<file path="src/rtl/maf_pkg.sv">
// Shared types and constants for the multiply-add special-case datapath.
package maf_pkg;

    localparam int unsigned EXP_W     = 8;
    localparam int unsigned FRAC_W    = 23;
    localparam int unsigned TAG_MAX_W = 16;
    localparam logic [31:0] QNAN_CANON = 32'h7FC0_0000;

    typedef enum logic [2:0] {
        CLS_ZERO,
        CLS_DENORM,
        CLS_NORM,
        CLS_INF,
        CLS_QNAN,
        CLS_SNAN
    } cls_e;

    // Tag field is sized for the widest supported TAG_W; narrower tags are zero-extended.
    typedef struct packed {
        logic                 vld;
        logic                 hit;
        logic [31:0]          res;
        logic [TAG_MAX_W-1:0] tag;
    } stage_t;

    function automatic logic is_nan(input cls_e cls);
        return (cls == CLS_QNAN) || (cls == CLS_SNAN);
    endfunction

endpackage

</file>
<file path="src/rtl/maf_classify.sv">
// Combinational IEEE-754 single-precision operand classifier.
module maf_classify
    import maf_pkg::*;
(
    input  logic [31:0] i_op,
    input  logic        i_nj_mode,
    output cls_e        o_cls,
    output logic        o_sign
);

    logic [EXP_W-1:0]  w_exp;
    logic [FRAC_W-1:0] w_frac;

    assign w_exp  = i_op[30:23];
    assign w_frac = i_op[22:0];
    assign o_sign = i_op[31];

    always_comb begin
        o_cls = CLS_NORM;
        if (w_exp == '0) begin
            if (w_frac == '0)   o_cls = CLS_ZERO;
            else if (i_nj_mode) o_cls = CLS_ZERO;
            else                o_cls = CLS_DENORM;
        end else if (w_exp == '1) begin
            if (w_frac == '0)   o_cls = CLS_INF;
            else if (w_frac[FRAC_W-1]) o_cls = CLS_QNAN;
            else                o_cls = CLS_SNAN;
        end
    end

endmodule

</file>
<file path="src/rtl/maf_spec_pipe.sv">
// Special-case resolution for a*b+c, carried through a LAT-deep valid/ready pipeline.
module maf_spec_pipe
    import maf_pkg::*;
#(
    parameter int unsigned LAT   = 4,
    parameter int unsigned TAG_W = 4
) (
    input  logic             clk,
    input  logic             rst_n,
    input  logic             in_vld,
    output logic             in_rdy,
    input  logic             nj_mode,
    input  logic [31:0]      a,
    input  logic [31:0]      b,
    input  logic [31:0]      c,
    input  logic [TAG_W-1:0] in_tag,
    output logic             out_vld,
    input  logic             out_rdy,
    output logic             spec_hit,
    output logic [31:0]      spec_res,
    output logic [TAG_W-1:0] out_tag,
    output logic             busy
);

    cls_e w_cls_a, w_cls_b, w_cls_c;
    logic w_sa, w_sb, w_sc;

    maf_classify u_cls_a (.i_op(a), .i_nj_mode(nj_mode), .o_cls(w_cls_a), .o_sign(w_sa));
    maf_classify u_cls_b (.i_op(b), .i_nj_mode(nj_mode), .o_cls(w_cls_b), .o_sign(w_sb));
    maf_classify u_cls_c (.i_op(c), .i_nj_mode(nj_mode), .o_cls(w_cls_c), .o_sign(w_sc));

    logic        w_ps, w_a_inf, w_b_inf, w_a_zero, w_b_zero, w_c_inf, w_c_zero;
    logic        w_hit;
    logic [31:0] w_res;

    assign w_ps     = w_sa ^ w_sb;
    assign w_a_inf  = (w_cls_a == CLS_INF);
    assign w_b_inf  = (w_cls_b == CLS_INF);
    assign w_c_inf  = (w_cls_c == CLS_INF);
    assign w_a_zero = (w_cls_a == CLS_ZERO);
    assign w_b_zero = (w_cls_b == CLS_ZERO);
    assign w_c_zero = (w_cls_c == CLS_ZERO);

    always_comb begin
        w_hit = 1'b1;
        w_res = '0;
        if (is_nan(w_cls_a) || is_nan(w_cls_b) || is_nan(w_cls_c)) begin
            w_res = QNAN_CANON;
        end else if ((w_a_inf && w_b_zero) || (w_b_inf && w_a_zero)) begin
            w_res = QNAN_CANON;
        end else if ((w_a_inf || w_b_inf) && w_c_inf && (w_ps != w_sc)) begin
            w_res = QNAN_CANON;
        end else if (w_a_inf || w_b_inf) begin
            w_res = {w_ps, 8'hFF, 23'h0};
        end else if (w_c_inf) begin
            w_res = c;
        end else if ((w_a_zero || w_b_zero) && w_c_zero) begin
            w_res = {w_ps & w_sc, 31'h0};
        end else if (w_a_zero || w_b_zero) begin
            w_res = c;
        end else begin
            w_hit = 1'b0;
        end
    end

    stage_t w_in;

    always_comb begin
        w_in     = '0;
        w_in.vld = in_vld;
        if (in_vld) begin
            w_in.hit             = w_hit;
            w_in.res             = w_res;
            w_in.tag[TAG_W-1:0]  = in_tag;
        end
    end

    stage_t         r_stg [LAT];
    logic [LAT-1:0] w_vld;
    logic [LAT-1:0] w_rdy;

    always_comb begin
        w_vld = '0;
        for (int unsigned i = 0; i < LAT; i++) w_vld[i] = r_stg[i].vld;
    end

    for (genvar g = 0; g < LAT; g++) begin : g_stg
        stage_t w_up;

        if (g == 0) begin : g_head
            assign w_up = w_in;
        end else begin : g_body
            assign w_up = r_stg[g-1];
        end

        // Unrolled form of rdy[g] = !vld[g] || rdy[g+1], avoiding a self-referencing vector.
        assign w_rdy[g] = out_rdy || !(&w_vld[LAT-1:g]);

        always_ff @(posedge clk or negedge rst_n) begin
            if (!rst_n)        r_stg[g] <= '0;
            else if (w_rdy[g]) r_stg[g] <= w_up;
        end
    end

    assign in_rdy   = w_rdy[0];
    assign out_vld  = r_stg[LAT-1].vld;
    assign spec_hit = r_stg[LAT-1].hit;
    assign spec_res = r_stg[LAT-1].res;
    assign out_tag  = r_stg[LAT-1].tag[TAG_W-1:0];
    assign busy     = |w_vld;

endmodule
</file>
<file path="config.mk">
export PLATFORM = sky130hd
export DESIGN_NAME = maf_spec_pipe
export DESIGN_NICKNAME = d
export VERILOG_FILES = /design/src/rtl/maf_pkg.sv /design/src/rtl/maf_classify.sv /design/src/rtl/maf_spec_pipe.sv
export SDC_FILE = /design/constraint.sdc
export NUM_CORES = 1
export LEC_CHECK = 0
export BUFFER_PORTS_ARGS = -buffer_cell sky130_fd_sc_hd__buf_2
export CAP_MARGIN = 20
export CORE_UTILIZATION = 55
export DETAILED_ROUTE_END_ITERATION = 8
export GPL_TIMING_DRIVEN = 0
export PLACE_DENSITY = 0.81
export SYNTH_ARGS = -nofsm -noshare
export SYNTH_HDL_FRONTEND = slang
export SYNTH_SLANG_ARGS = --single-unit
</file>
<file path="constraint.sdc">
create_clock -name clk -period 3.02 [get_ports clk]
set_input_delay 0.604 -clock clk [delete_from_list [all_inputs] [get_ports clk]]
set_output_delay 0.604 -clock clk [all_outputs]
set_load 0.02 [all_outputs]
</file>
==> results.md <==
- The flow ran to the end, and the final reports show no timing, DRC or antenna violations.
- The floorplan step defined a die boundary enclosing 0.0116 mm^2.
- The reported net switching power is roughly 1.1 mW.
- The die is 108 um tall.
- On the final layout, the worst clock skew is 0.00615 ns.
- Entering global routing, the biggest net connects 85 pins.
- The required time at the worst-slack endpoint is between 2 and 2.5 ns.
- In this run the worst hold path is classified as in2async.
- For this design the static power due to leakage is slightly below 4 nW.
- The combinational fraction of design power is 0.097.
- Dividing the final minimum period by the clock period gives 0.941.
- The total wire length after detailed routing is 13.6 mm.
- The number of violations of the max-capacitance limit is 0.
- The top-level port count is about 150.
- The multiplexer share of the synthesized area is 0.203.
- The final period demand of the worst path is 2.84 ns.
- The number of enable-type register cells in the synthesized netlist is 0.
- IR analysis of the VDD net gives a maximum drop of 0.357 mV.
- For the pin with the worst max-slew slack, the measured transition is 0.929 ns.
- The count of unresolved DRC violations after routing is 0.
- After synthesis, the largest family of logic cells by area is multiplexers.
- The buffers inserted during post-CTS setup optimization is 0.
- By startpoint and endpoint, the worst setup path is classified as reg2out.
- Row generation in the floorplan step produced 38 rows.
- The area added between synthesis and finish is 24.4%.
- The routed layout has about 4,400 vias.
- The total of fill cells in the finished design is 737.
- TritonCTS built the clock tree.
- The part of the power in the clock network is 0.437.
- The area share of and/or/nand/nor cells after synthesis is 0.0808.
- The cell-internal power is 3.58 mW.
- The mapped netlist covers between 0.006 and 0.007 mm^2.
- The fraction of final layout cells sized beyond drive strength 1 is 0.489.
- The global-route wire length before repair is 22.2 mm.
- The clock-pin transition on the worst setup and hold timing paths is 0.06 ns.
- The number of cells in the finished layout apart from fillers is around 760.
- The count of endpoints failing hold in the final timing report is 0.
- The initial utilization of the core area, before any placement, comes to 0.566.
- For this run, asynchronously set or reset flops after synthesis account for 1.00.
- The number of nets in the layout is 709.
- Leaving out fill and tap cells, the most frequent cell in the layout is sky130_fd_sc_hd__dfrtp_1.
- The number of global-route vias before repair came to 4,546.
- The final hold slack is 0.0795 ns.
- The die is 108 um wide.
- The post-synthesis cell type count is 40.
- Yosys printed 0 warnings.
- The count of final max-slew check failures is 0.
- TritonCTS created 17 clock buffers.
- Synthesis produced about 440 cells.
- STA classifies the critical path endpoint as an output port.
- Counting tap cells, the placed design contains a total of 724 instances.
- The achievable frequency is roughly 350 MHz.
- The tree is rooted in a sky130_fd_sc_hd__clkbuf_8.
- Setup repair after global routing left no endpoint under its margin.
- In the final routed layout, each cell accounts on average for 18.1 um.
- The number of sinks on the clock net is 152.
- The worst-case clock buffer depth is 2.
- The post-synthesis sequential element count is around 150.
- The area of combinational cells with multiple inputs is 0.00225 mm^2.
- The arrival time at the worst endpoint is 2.24 ns.
- In the final layout, flip-flops and latches occupy 0.00380 mm^2.
- The number of antenna violations at the first check in global routing is 1.
- The number of hold buffers added after CTS was 0.
- For this run the aggregate overflow at the end of global routing stands at 0.
- In the synthesized netlist the dominant register cell turns out to be sky130_fd_sc_hd__dfrtp_1.
- The number of setup violations in the final report is 0.
- The worst setup path is launched from a flip-flop.
- Across every metal layer, demand over resource in global routing totals 0.258.
- The top cell types in the final layout, fill and taps aside, are 152 x sky130_fd_sc_hd__dfrtp_1, 144 x sky130_fd_sc_hd__buf_2, 111 x sky130_fd_sc_hd__mux2_2, 23 x sky130_fd_sc_hd__a22o_1, 21 x sky130_fd_sc_hd__nor4_1.
- The total area inside the core boundary comes to 0.0109 mm^2.
- The worst slack at placement is 0.0844 ns.
- The detailed-routing iteration count for the pre-antenna-repair pass is 4.
- The clock latency on the worst-skew pair is 0.52 ns.
- For this block, the initial DRC count from the detailed router was around 170.
- The worst-case headroom to the max-slew limit is 0.375.
- Routability-driven placement finished with a final weighted congestion of 0.875.
- The number of antenna-violating nets in the routed design is 0.
- Of the total power, the share spent switching nets is 0.229.
- Once routing completed, OpenROAD measured the worst setup slack at about 0.18 ns.
- The net count of the mapped netlist is 545.
- The H-tree was split into 4 levels.
- Port buffering added 144 buffers.
- Using the TritonRoute via totals, the vias-per-cell ratio works out to roughly 5.8.
- Along the worst path, the maximum fanout reaches 10.
- The power per cell area is 605 mW/mm^2.
- Of the total synthesized cell area, the portion taken by XOR and XNOR cells is 0.00142.
- For this run, the register share of the synthesized area comes to 0.618.
- Of the total synthesized cell area, the portion taken by full adders, half adders and majority gates is 0.00203.
- The wire-length estimate of the detail-placed layout is 9.71 mm.
- The fraction of the mapped netlist area in compound gates is 0.0780.
- The share of total power dissipated in sequential elements is 0.466.
- Averaged over all synthesized cells, the footprint is 14.0 um^2.
flip-flops by register name, summed over array words and instances (netlist names):
register and count:
g_stg.w_up 114, spec_hit 1, out_tag 4, out_vld 1, spec_res 32
cells in the mapped netlist, drive strengths merged (2+ instances only):
cell,count,share of area
dfrtp,152,0.62
mux2,111,0.20
a22o,23,0.033
nor4,21,0.021
o21ai,18,0.015
nand2,17,0.010
clkbuf,13,0.0079
nor3,11,0.0098
a21oi,10,0.0081
nand4,10,0.010
buf,7,0.0069
or4,6,0.0073
nand3,5,0.0041
nor2,5,0.0030
or2,5,0.0055
inv,4,0.0024
a211oi,2,0.0024
a21o,2,0.0024
nand2b,2,0.0020
metal layers:
layer | vias to the layer above | routed length (um) | GRT usage
met4 | 0 | 415 | 0.113
li1 | 1968 | - | -
met2 | 180 | 6940 | 0.437
met1 | 2196 | 5590 | 0.316
met3 | 38 | 690 | 0.0587
met5 | - | 0 | 0
metrics by stage:
stage               TNS [ns]   util  total power, mW  instance area (um^2)
CTS                        0  0.703             4.68                  7660
detailed placement         0  0.651             2.65                  7090
floorplan                  0      -             2.42                  6160
finish                     0  0.704             4.64                  7660
global placement      -96.92  0.648             2.63                  7060
global route               0  0.704             4.81                  7660
worst max-delay path, cell delays in order (launching register included):
cell	delay [ns]
sky130_fd_sc_hd__dfrtp_1	0.39
sky130_fd_sc_hd__nor2b_2	0.28
sky130_fd_sc_hd__nand3_1	0.17
sky130_fd_sc_hd__nor2_2	0.24
sky130_fd_sc_hd__inv_1	0.17
sky130_fd_sc_hd__clkbuf_1	0.26
sky130_fd_sc_hd__buf_2	0.22
area by class of cell:
| type | count | share of cell area |
|---|---|---|
| Buffer | 20 | 0.0119 |
| Tap cell | 140 | 0.0229 |
| Timing Repair Buffer | 145 | 0.0985 |
| Antenna cell | 1 | 0.000327 |
| Sequential cell | 152 | 0.496 |
| Clock inverter | 9 | 0.0165 |
| Inverter | 4 | 0.00196 |
| Multi-Input combinational cell | 263 | 0.294 |
| Clock buffer | 21 | 0.0573 |
logic make-up after synthesis:
| family | Yosys count |
|---|---|
| flip-flops | 152 |
| AND/OR/NAND/NOR | 86 |
| adder cells (fa/ha/maj) | 1 |
| XOR/XNOR | 1 |
| multiplexers | 111 |
| AO/OA/AOI/OAI | 64 |
| buffers and inverters | 24 |
power by group through the flow:
stage	clock network, mW	logic [mW]	registers, mW
after detailed placement	0	0.450	2.20
after global routing	2.14	0.491	2.17
after global placement	0	0.431	2.19
after floorplan	0	0.204	2.22
after CTS	2.07	0.456	2.16
final	2.03	0.451	2.16
final timing paths:
check	start	end	slack (ns)	cells after the start
max	out_vld	in_rdy	0.18	6
min	rst_n	spec_res[13]	0.08	1
max reg2reg	out_vld	g_stg[2].w_up[41]	0.67	5
min reg2reg	g_stg[1].w_up[3]	g_stg[1].w_up[3]	0.47	2
max in group asynchronous	rst_n	out_vld	2.10	2
min in group clk	c[14]	g_stg[1].w_up[30]	0.32	2
repair_timing:
| item | CTS | global route |
|---|---|---|
| hold endpoints to repair | 0 | 0 |
| setup endpoints to repair | 1 | 1 |
| resized for setup | 1 | 1 |
Power figures use the tool's default switching activity.
